File: src/rtl/gpio_pkg.sv
// Shared GPIO definitions: register offsets, register selector enum and CR layout.
package gpio_pkg;

    localparam int unsigned BUS_AW = 12;
    localparam int unsigned BUS_DW = 32;

    localparam logic [BUS_AW-1:0] GPIO_CR_OFFSET   = 12'h000;
    localparam logic [BUS_AW-1:0] GPIO_SR_OFFSET   = 12'h004;
    localparam logic [BUS_AW-1:0] GPIO_ODR_OFFSET  = 12'h008;
    localparam logic [BUS_AW-1:0] GPIO_IDR_OFFSET  = 12'h00C;
    localparam logic [BUS_AW-1:0] GPIO_IER_OFFSET  = 12'h010;
    localparam logic [BUS_AW-1:0] GPIO_ISR_OFFSET  = 12'h014;
    localparam logic [BUS_AW-1:0] GPIO_RIER_OFFSET = 12'h018;
    localparam logic [BUS_AW-1:0] GPIO_FIER_OFFSET = 12'h01C;
    localparam logic [BUS_AW-1:0] GPIO_DIR_OFFSET  = 12'h020;
    localparam logic [BUS_AW-1:0] GPIO_OSET_OFFSET = 12'h024;
    localparam logic [BUS_AW-1:0] GPIO_OCLR_OFFSET = 12'h028;
    localparam logic [BUS_AW-1:0] GPIO_DBCR_OFFSET = 12'h02C;

    typedef enum logic [3:0] {
        GPIO_CR,
        GPIO_SR,
        GPIO_ODR,
        GPIO_IDR,
        GPIO_IER,
        GPIO_ISR,
        GPIO_RIER,
        GPIO_FIER,
        GPIO_DIR,
        GPIO_OSET,
        GPIO_OCLR,
        GPIO_DBCR,
        GPIO_NONE
    } gpio_reg_t;

    typedef struct packed {
        logic [31:1] res;
        logic        gie;
    } gpio_cr_t;

    function automatic gpio_reg_t gpio_decode(input logic [BUS_AW-1:0] addr);
        gpio_reg_t r;
        case (addr)
            GPIO_CR_OFFSET:   r = GPIO_CR;
            GPIO_SR_OFFSET:   r = GPIO_SR;
            GPIO_ODR_OFFSET:  r = GPIO_ODR;
            GPIO_IDR_OFFSET:  r = GPIO_IDR;
            GPIO_IER_OFFSET:  r = GPIO_IER;
            GPIO_ISR_OFFSET:  r = GPIO_ISR;
            GPIO_RIER_OFFSET: r = GPIO_RIER;
            GPIO_FIER_OFFSET: r = GPIO_FIER;
            GPIO_DIR_OFFSET:  r = GPIO_DIR;
            GPIO_OSET_OFFSET: r = GPIO_OSET;
            GPIO_OCLR_OFFSET: r = GPIO_OCLR;
            GPIO_DBCR_OFFSET: r = GPIO_DBCR;
            default:          r = GPIO_NONE;
        endcase
        return r;
    endfunction

endpackage

File: src/rtl/gpio_input_stage.sv
// Per-pin input synchroniser, optionally followed by a debounce filter (GPIO_DEBOUNCE_EN).
module gpio_input_stage #(
    parameter int unsigned WIDTH       = 32,
    parameter int unsigned SYNC_STAGES = 2
`ifdef GPIO_DEBOUNCE_EN
    ,
    parameter int unsigned DB_CNT_W    = 8
`endif
) (
    input  logic                clk,
    input  logic                rst_n,
    input  logic [WIDTH-1:0]    pin_in,
`ifdef GPIO_DEBOUNCE_EN
    input  logic [DB_CNT_W-1:0] db_limit,
`endif
    output logic [WIDTH-1:0]    din
);

    logic [WIDTH-1:0] sync_q [SYNC_STAGES];
    logic [WIDTH-1:0] synced;

    always_ff @(posedge clk or negedge rst_n) begin
        if (!rst_n) begin
            for (int i = 0; i < int'(SYNC_STAGES); i++) sync_q[i] <= '0;
        end else begin
            sync_q[0] <= pin_in;
            for (int i = 1; i < int'(SYNC_STAGES); i++) sync_q[i] <= sync_q[i-1];
        end
    end

    assign synced = sync_q[SYNC_STAGES-1];

`ifdef GPIO_DEBOUNCE_EN
    logic [WIDTH-1:0]    filt_q;
    logic [DB_CNT_W-1:0] cnt_q [WIDTH];

    // A new level is accepted only after db_limit+1 consecutive cycles of disagreement.
    always_ff @(posedge clk or negedge rst_n) begin
        if (!rst_n) begin
            filt_q <= '0;
            for (int i = 0; i < int'(WIDTH); i++) cnt_q[i] <= '0;
        end else begin
            for (int i = 0; i < int'(WIDTH); i++) begin
                if (synced[i] == filt_q[i]) begin
                    cnt_q[i] <= '0;
                end else if (cnt_q[i] == db_limit) begin
                    filt_q[i] <= synced[i];
                    cnt_q[i]  <= '0;
                end else begin
                    cnt_q[i] <= cnt_q[i] + DB_CNT_W'(1);
                end
            end
        end
    end

    assign din = filt_q;
`else
    assign din = synced;
`endif

endmodule

File: src/rtl/gpio_ctrl.sv
// Parametrised GPIO peripheral: register decode, set/clear outputs, edge capture, irq.
// Optional debounce filter enabled by defining GPIO_DEBOUNCE_EN.
module gpio_ctrl
    import gpio_pkg::*;
#(
    parameter int unsigned WIDTH       = 32,
    parameter int unsigned SYNC_STAGES = 2,
    parameter int unsigned DB_CNT_W    = 8
) (
    input  logic              clk,
    input  logic              rst_n,
    input  logic              bus_req,
    output logic              bus_gnt,
    input  logic              bus_we,
    input  logic [11:0]       bus_addr,
    input  logic [31:0]       bus_wdata,
    output logic              bus_rvalid,
    output logic [31:0]       bus_rdata,
    input  logic [WIDTH-1:0]  gpio_in,
    output logic [WIDTH-1:0]  gpio_out,
    output logic [WIDTH-1:0]  gpio_oe,
    output logic              irq
);

    gpio_reg_t        sel;
    logic             wr_en;
    logic [WIDTH-1:0] wdata;
    logic [WIDTH-1:0] din;
    logic [WIDTH-1:0] prev_q;
    logic [WIDTH-1:0] ev;
    logic [WIDTH-1:0] w1c_mask;
    logic [WIDTH-1:0] odr_q, ier_q, isr_q, rier_q, fier_q, dir_q;
    logic             gie_q;
    logic [DB_CNT_W-1:0] dbcr_q;
    logic [31:0]      rd_data;
    gpio_cr_t         cr_rd;
    gpio_cr_t         cr_wr;
    logic             unused_wdata;

    assign bus_gnt      = bus_req;
    assign sel          = gpio_decode(bus_addr);
    assign wr_en        = bus_req & bus_we;
    assign wdata        = bus_wdata[WIDTH-1:0];
    assign cr_wr        = gpio_cr_t'(bus_wdata);
    assign unused_wdata = ^bus_wdata;

    gpio_input_stage #(
        .WIDTH       (WIDTH),
        .SYNC_STAGES (SYNC_STAGES)
`ifdef GPIO_DEBOUNCE_EN
        ,
        .DB_CNT_W    (DB_CNT_W)
`endif
    ) u_input_stage (
        .clk      (clk),
        .rst_n    (rst_n),
        .pin_in   (gpio_in),
`ifdef GPIO_DEBOUNCE_EN
        .db_limit (dbcr_q),
`endif
        .din      (din)
    );

    // Edge detection; a capture in the same cycle as a W1C keeps the bit set.
    assign ev       = ((din & ~prev_q) & rier_q) | ((~din & prev_q) & fier_q);
    assign w1c_mask = (wr_en && sel == GPIO_ISR) ? wdata : '0;

    always_ff @(posedge clk or negedge rst_n) begin
        if (!rst_n) begin
            gie_q  <= 1'b0;
            odr_q  <= '0;
            ier_q  <= '0;
            isr_q  <= '0;
            rier_q <= '0;
            fier_q <= '0;
            dir_q  <= '0;
            prev_q <= '0;
            irq    <= 1'b0;
        end else begin
            prev_q <= din;
            isr_q  <= (isr_q & ~w1c_mask) | ev;
            irq    <= gie_q & (|(isr_q & ier_q));
            if (wr_en) begin
                case (sel)
                    GPIO_CR:   gie_q  <= cr_wr.gie;
                    GPIO_ODR:  odr_q  <= wdata;
                    GPIO_IER:  ier_q  <= wdata;
                    GPIO_RIER: rier_q <= wdata;
                    GPIO_FIER: fier_q <= wdata;
                    GPIO_DIR:  dir_q  <= wdata;
                    GPIO_OSET: odr_q  <= odr_q | wdata;
                    GPIO_OCLR: odr_q  <= odr_q & ~wdata;
                    default:   ;
                endcase
            end
        end
    end

`ifdef GPIO_DEBOUNCE_EN
    always_ff @(posedge clk or negedge rst_n) begin
        if (!rst_n) begin
            dbcr_q <= '0;
        end else if (wr_en && sel == GPIO_DBCR) begin
            dbcr_q <= DB_CNT_W'(bus_wdata);
        end
    end
`else
    assign dbcr_q = '0;
`endif

    // Read mux; unmapped and write-only offsets return 0.
    always_comb begin
        rd_data = '0;
        cr_rd   = '0;
        cr_rd.gie = gie_q;
        case (sel)
            GPIO_CR:   rd_data = cr_rd;
            GPIO_SR:   rd_data = 32'(|(isr_q & ier_q));
            GPIO_ODR:  rd_data = 32'(odr_q);
            GPIO_IDR:  rd_data = 32'(din);
            GPIO_IER:  rd_data = 32'(ier_q);
            GPIO_ISR:  rd_data = 32'(isr_q);
            GPIO_RIER: rd_data = 32'(rier_q);
            GPIO_FIER: rd_data = 32'(fier_q);
            GPIO_DIR:  rd_data = 32'(dir_q);
            GPIO_DBCR: rd_data = 32'(dbcr_q);
            default:   rd_data = '0;
        endcase
    end

    always_ff @(posedge clk or negedge rst_n) begin
        if (!rst_n) begin
            bus_rvalid <= 1'b0;
            bus_rdata  <= '0;
        end else begin
            bus_rvalid <= bus_req;
            bus_rdata  <= (bus_req && !bus_we) ? rd_data : '0;
        end
    end

    assign gpio_out = odr_q;
    assign gpio_oe  = dir_q;

endmodule

File: config.mk
export PLATFORM = sky130hd
export DESIGN_NAME = gpio_ctrl
export DESIGN_NICKNAME = d
export VERILOG_FILES = /design/src/rtl/gpio_pkg.sv /design/src/rtl/gpio_input_stage.sv /design/src/rtl/gpio_ctrl.sv
export SDC_FILE = /design/constraint.sdc
export NUM_CORES = 1
export LEC_CHECK = 0
export CAP_MARGIN = 20
export CORE_UTILIZATION = 58
export CTS_CLUSTER_DIAMETER = 50
export CTS_CLUSTER_SIZE = 30
export DETAILED_ROUTE_END_ITERATION = 8
export PLACE_DENSITY = 0.84
export SLEW_MARGIN = 20
export SYNTH_ARGS = -nofsm -noshare
export SYNTH_HDL_FRONTEND = slang
export SYNTH_SLANG_ARGS = --single-unit
File: constraint.sdc
create_clock -name clk -period 3.6 [get_ports clk]
set_clock_uncertainty 0.15 [all_clocks]
set_input_delay 0.72 -clock clk [delete_from_list [all_inputs] [get_ports clk]]
set_output_delay 0.72 -clock clk [all_outputs]
set_load 0.03 [all_outputs]
==> impl_metrics.ini <==
[run_status]
status = finished with violations
failed_checks = DRC

[sta]
fin_crit_sh = 0.781
hold_violations = 0
tns_ns = 0
drv_slew = 0
slew_headroom = 0.553
tightest_slew_ns = 0.670
finalCriticalPeriod_ns = 2.81
finalSetupViolCount = 0
rsz0062_at_grt = false
fmax_mhz = 356

[grt]
grt_max_degree = 90
grt_first_pass_wirelength_um = 58300
grt.busiest_layer = met2
grt_use_met2 = 0.519
antenna_found_initial = 0
use_met3 = 0.0575
grt_use_total = 0.326
grt_overflow = 0
grt_pass1_vias = 10300
met1_usage = 0.446

[placement]
gp_congestion = 0.926
io_buffer_count = 178
place_hpwl_um = 24700

[floorplan]
die_area_sq_um = 23200
rows = 54
die_y_um = 152
start_util = 0.596
core_area_sq_um = 22000
io_pins = 179
die_w_um = 152

[synth]
ys_types = 45
ys_seq_area_frac = 0.616
synth_nets = 1115
post_synth.cell_area_avg_sq_um = 12.7
synth_edf_count = 0
synthArstFlopShare = 1.00
ys_warn_count = 0
synthCells = 1035
synth_area_sq_um = 13100
synth-seq-cells = 323
synthFlopType = dfrtp_1

[setup_path]
timing.rr.end = bus_rdata[0]$_DFF_PN0_
crit_chain = clkdlybuf4s50_1 > nor4_2 > nand3_2 > or3_1 > buf_4 > o21ai_1 > o211ai_1
slowest_stage = or3_1
timing.rr.start = ier_q[12]$_DFFE_PN0P_
cp.required_ns = 3.87
criticalPathCategory = in2reg
end_kind = flip-flop
rr_worst_depth = 5
cp-start-kind = input port
slowest_delay_ns = 0.49
rrSetupSlack_ns = 1.62
cp.arrival_ns = 3.09
critPathMaxFanout = 23

[cts]
cts_tree = done
ctsHoldBuffers = 0
cts_sinks = 323
cts_buffer_depth = 3
clock-root-buffer = clkbuf_16
cts-resized-gates = 0
clkSlewWorstSetupHoldPaths_ns = 0.08
numCtsBuffers = 26
clock_latency_ns = 0.56
htree_levels = 1
postCtsSetupRepairBufs = 0

[power_and_ir_drop]
clkPwrFrac = 0.426
power_mw = 7.10
p_leak_nw = 7.08
power.density_nw_per_um2 = 430
p_int_mw = 5.41
p_switching_mw = 1.68
p_sw_frac = 0.237
max-vdd-ir-drop_v = 0.000393
share_comb_of_total_power = 0.049
seq_power_share = 0.525

[drt]
wl_per_cell_um = 24.0
num_vias = 9928
routed_wl_um = 37000
postRouteAntennaNets = 0
vias_per_cell = 6.44
initialDrtViolationCount = 801
remaining_drc_errors = 12
drt_first_pass_iters = 7

[hold_path]
hold_class = in2async

[flow_run]
drv_cap = 0

[finish]
antenna_cells = 0
post-route-util = 0.749
syn_to_final_growth_pct = 25.7
drive_gt1_frac = 0.189
fin_nets = 1322
[routing by layer]
layer  wire [um]  share of wire
met2       17500           0.47
met1       14800           0.40
met5           0              0
met3        3250          0.088
met4        1430          0.039
[logic make-up (layout without fill, tap and decap cells)]
kind of cell | count (synthesis) | after routing | synth area share
AO/OA/AOI/OAI | 298 | 298 | 0.161
buffers and inverters | 88 | 315 | 0.0279
flip-flops | 323 | 323 | 0.616
multiplexers | 138 | 138 | 0.119
AND/OR/NAND/NOR | 188 | 188 | 0.0761
[placed cells by master, fill, tap and decap left out, types with 3 or more instances in the layout]
cell type / n
a22o_1: 54
mux2_1: 13
buf_12: 6
a222oi_1: 14
inv_6: 4
nand2b_1: 3
nor4_2: 3
o21ai_1: 30
a21boi_0: 32
o211ai_1: 32
buf_4: 51
clkinv_8: 3
nor2b_1: 6
clkinv_4: 3
a22oi_1: 26
mux2i_1: 8
inv_1: 32
o21ai_0: 44
o2bb2ai_1: 13
inv_8: 3
nand2_1: 102
a21oi_1: 26
a31oi_1: 8
a221oi_1: 16
nand3_2: 3
nor3_1: 3
nand4_1: 4
dfrtp_1: 323
nor4_4: 4
clkdlybuf4s50_1: 176
nor2_1: 13
mux2_2: 116
clkbuf_16: 26
nand3b_1: 33
[power by group through the flow]
stage,clock (mW),combinational (mW),sequential [mW]
CTS,3.05,0.345,3.73
floorplan,0,0.0870,3.79
global route,3.20,0.375,3.73
global placement,0,0.339,3.80
detailed placement,0,0.343,3.80
finish,3.02,0.346,3.73
[cell usage after synthesis (3+ instances only)]
cell	n	area, sq um
a21oi_1	26	130
buf_2	23	115
dfrtp_1	323	8080
a22o_1	54	473
a21boi_0	32	240
a222oi_1	14	140
a221oi_1	16	140
clkbuf_1	26	97.6
nor2b_1	6	37.5
mux2_1	13	146
a22oi_1	26	195
nand3b_1	33	248
nand2b_1	3	18.8
o2bb2ai_1	13	114
nand2_1	102	383
mux2i_1	8	80.1
mux2_2	116	1310
o21ai_0	44	220
buf_1	5	18.8
inv_1	32	120
nor4_2	5	62.6
a31oi_1	8	50.1
o211ai_1	32	240
nand4_1	4	25.0
nor2_1	13	48.8
nor3_1	4	20.0
o21ai_1	31	155
[layout make-up]
cell class	instances	area, sq um
well taps	280	350
repair buffers	235	2280
multi-input cells	624	4730
clock buffers	29	682
fillers	1415	5540
flip-flops and latches	323	8080
inverters	32	120
clock inverters	19	240
[how the worst max path moves through the flow]
| stage | startpoint | endpoint | depth (start not counted) |
|---|---|---|---|
| 2_1_floorplan | bus_addr[11] | rier_q[11]$_DFFE_PN0P_ | 5 |
| 3_3_place_gp | bus_addr[7] | isr_q[1]$_DFF_PN0_ | 7 |
| 3_5_place_dp | bus_addr[7] | isr_q[25]$_DFF_PN0_ | 7 |
| 4_1_cts | bus_req | bus_gnt | 2 |
| 5_1_grt | bus_addr[11] | isr_q[22]$_DFF_PN0_ | 7 |
| 6_report | bus_addr[7] | isr_q[22]$_DFF_PN0_ | 7 |
[critical path, delay by kind of cell]
| family | cells | cell delay (ns) |
|---|---|---|
| and+or+nand+nor | 3 | 1.33 |
| buffers and inverters | 2 | 0.70 |
| AOI/OAI and AO/OA | 2 | 0.33 |
[flip-flops by register name, indices dropped and copies added (netlist names)]
signal	flops
ier_q	32
u_input_stage.sync_q	32
irq	1
isr_q	32
gpio_oe	32
u_input_stage.din	32
bus_rdata	32
gie_q	1
gpio_out	32
bus_rvalid	1
rier_q	32
fier_q	32
prev_q	32
[metrics by stage]
| stage | setup slack (ns) | std cells | hold WS (ns) | instance area (sq um) |
|---|---|---|---|---|
| after floorplan | 1.01 | 1035 | 0.181 | 13100 |
| after global placement | 0.312 | 1494 | 0.182 | 15600 |
| after detailed placement | 0.307 | 1494 | 0.185 | 15600 |
| after CTS | 0.833 | 1542 | 0.0460 | 16500 |
| after global routing | 0.644 | 1542 | 0.0727 | 16500 |
| final | 0.788 | 1542 | 0.0278 | 16500 |
Power figures use the tool's default switching activity.
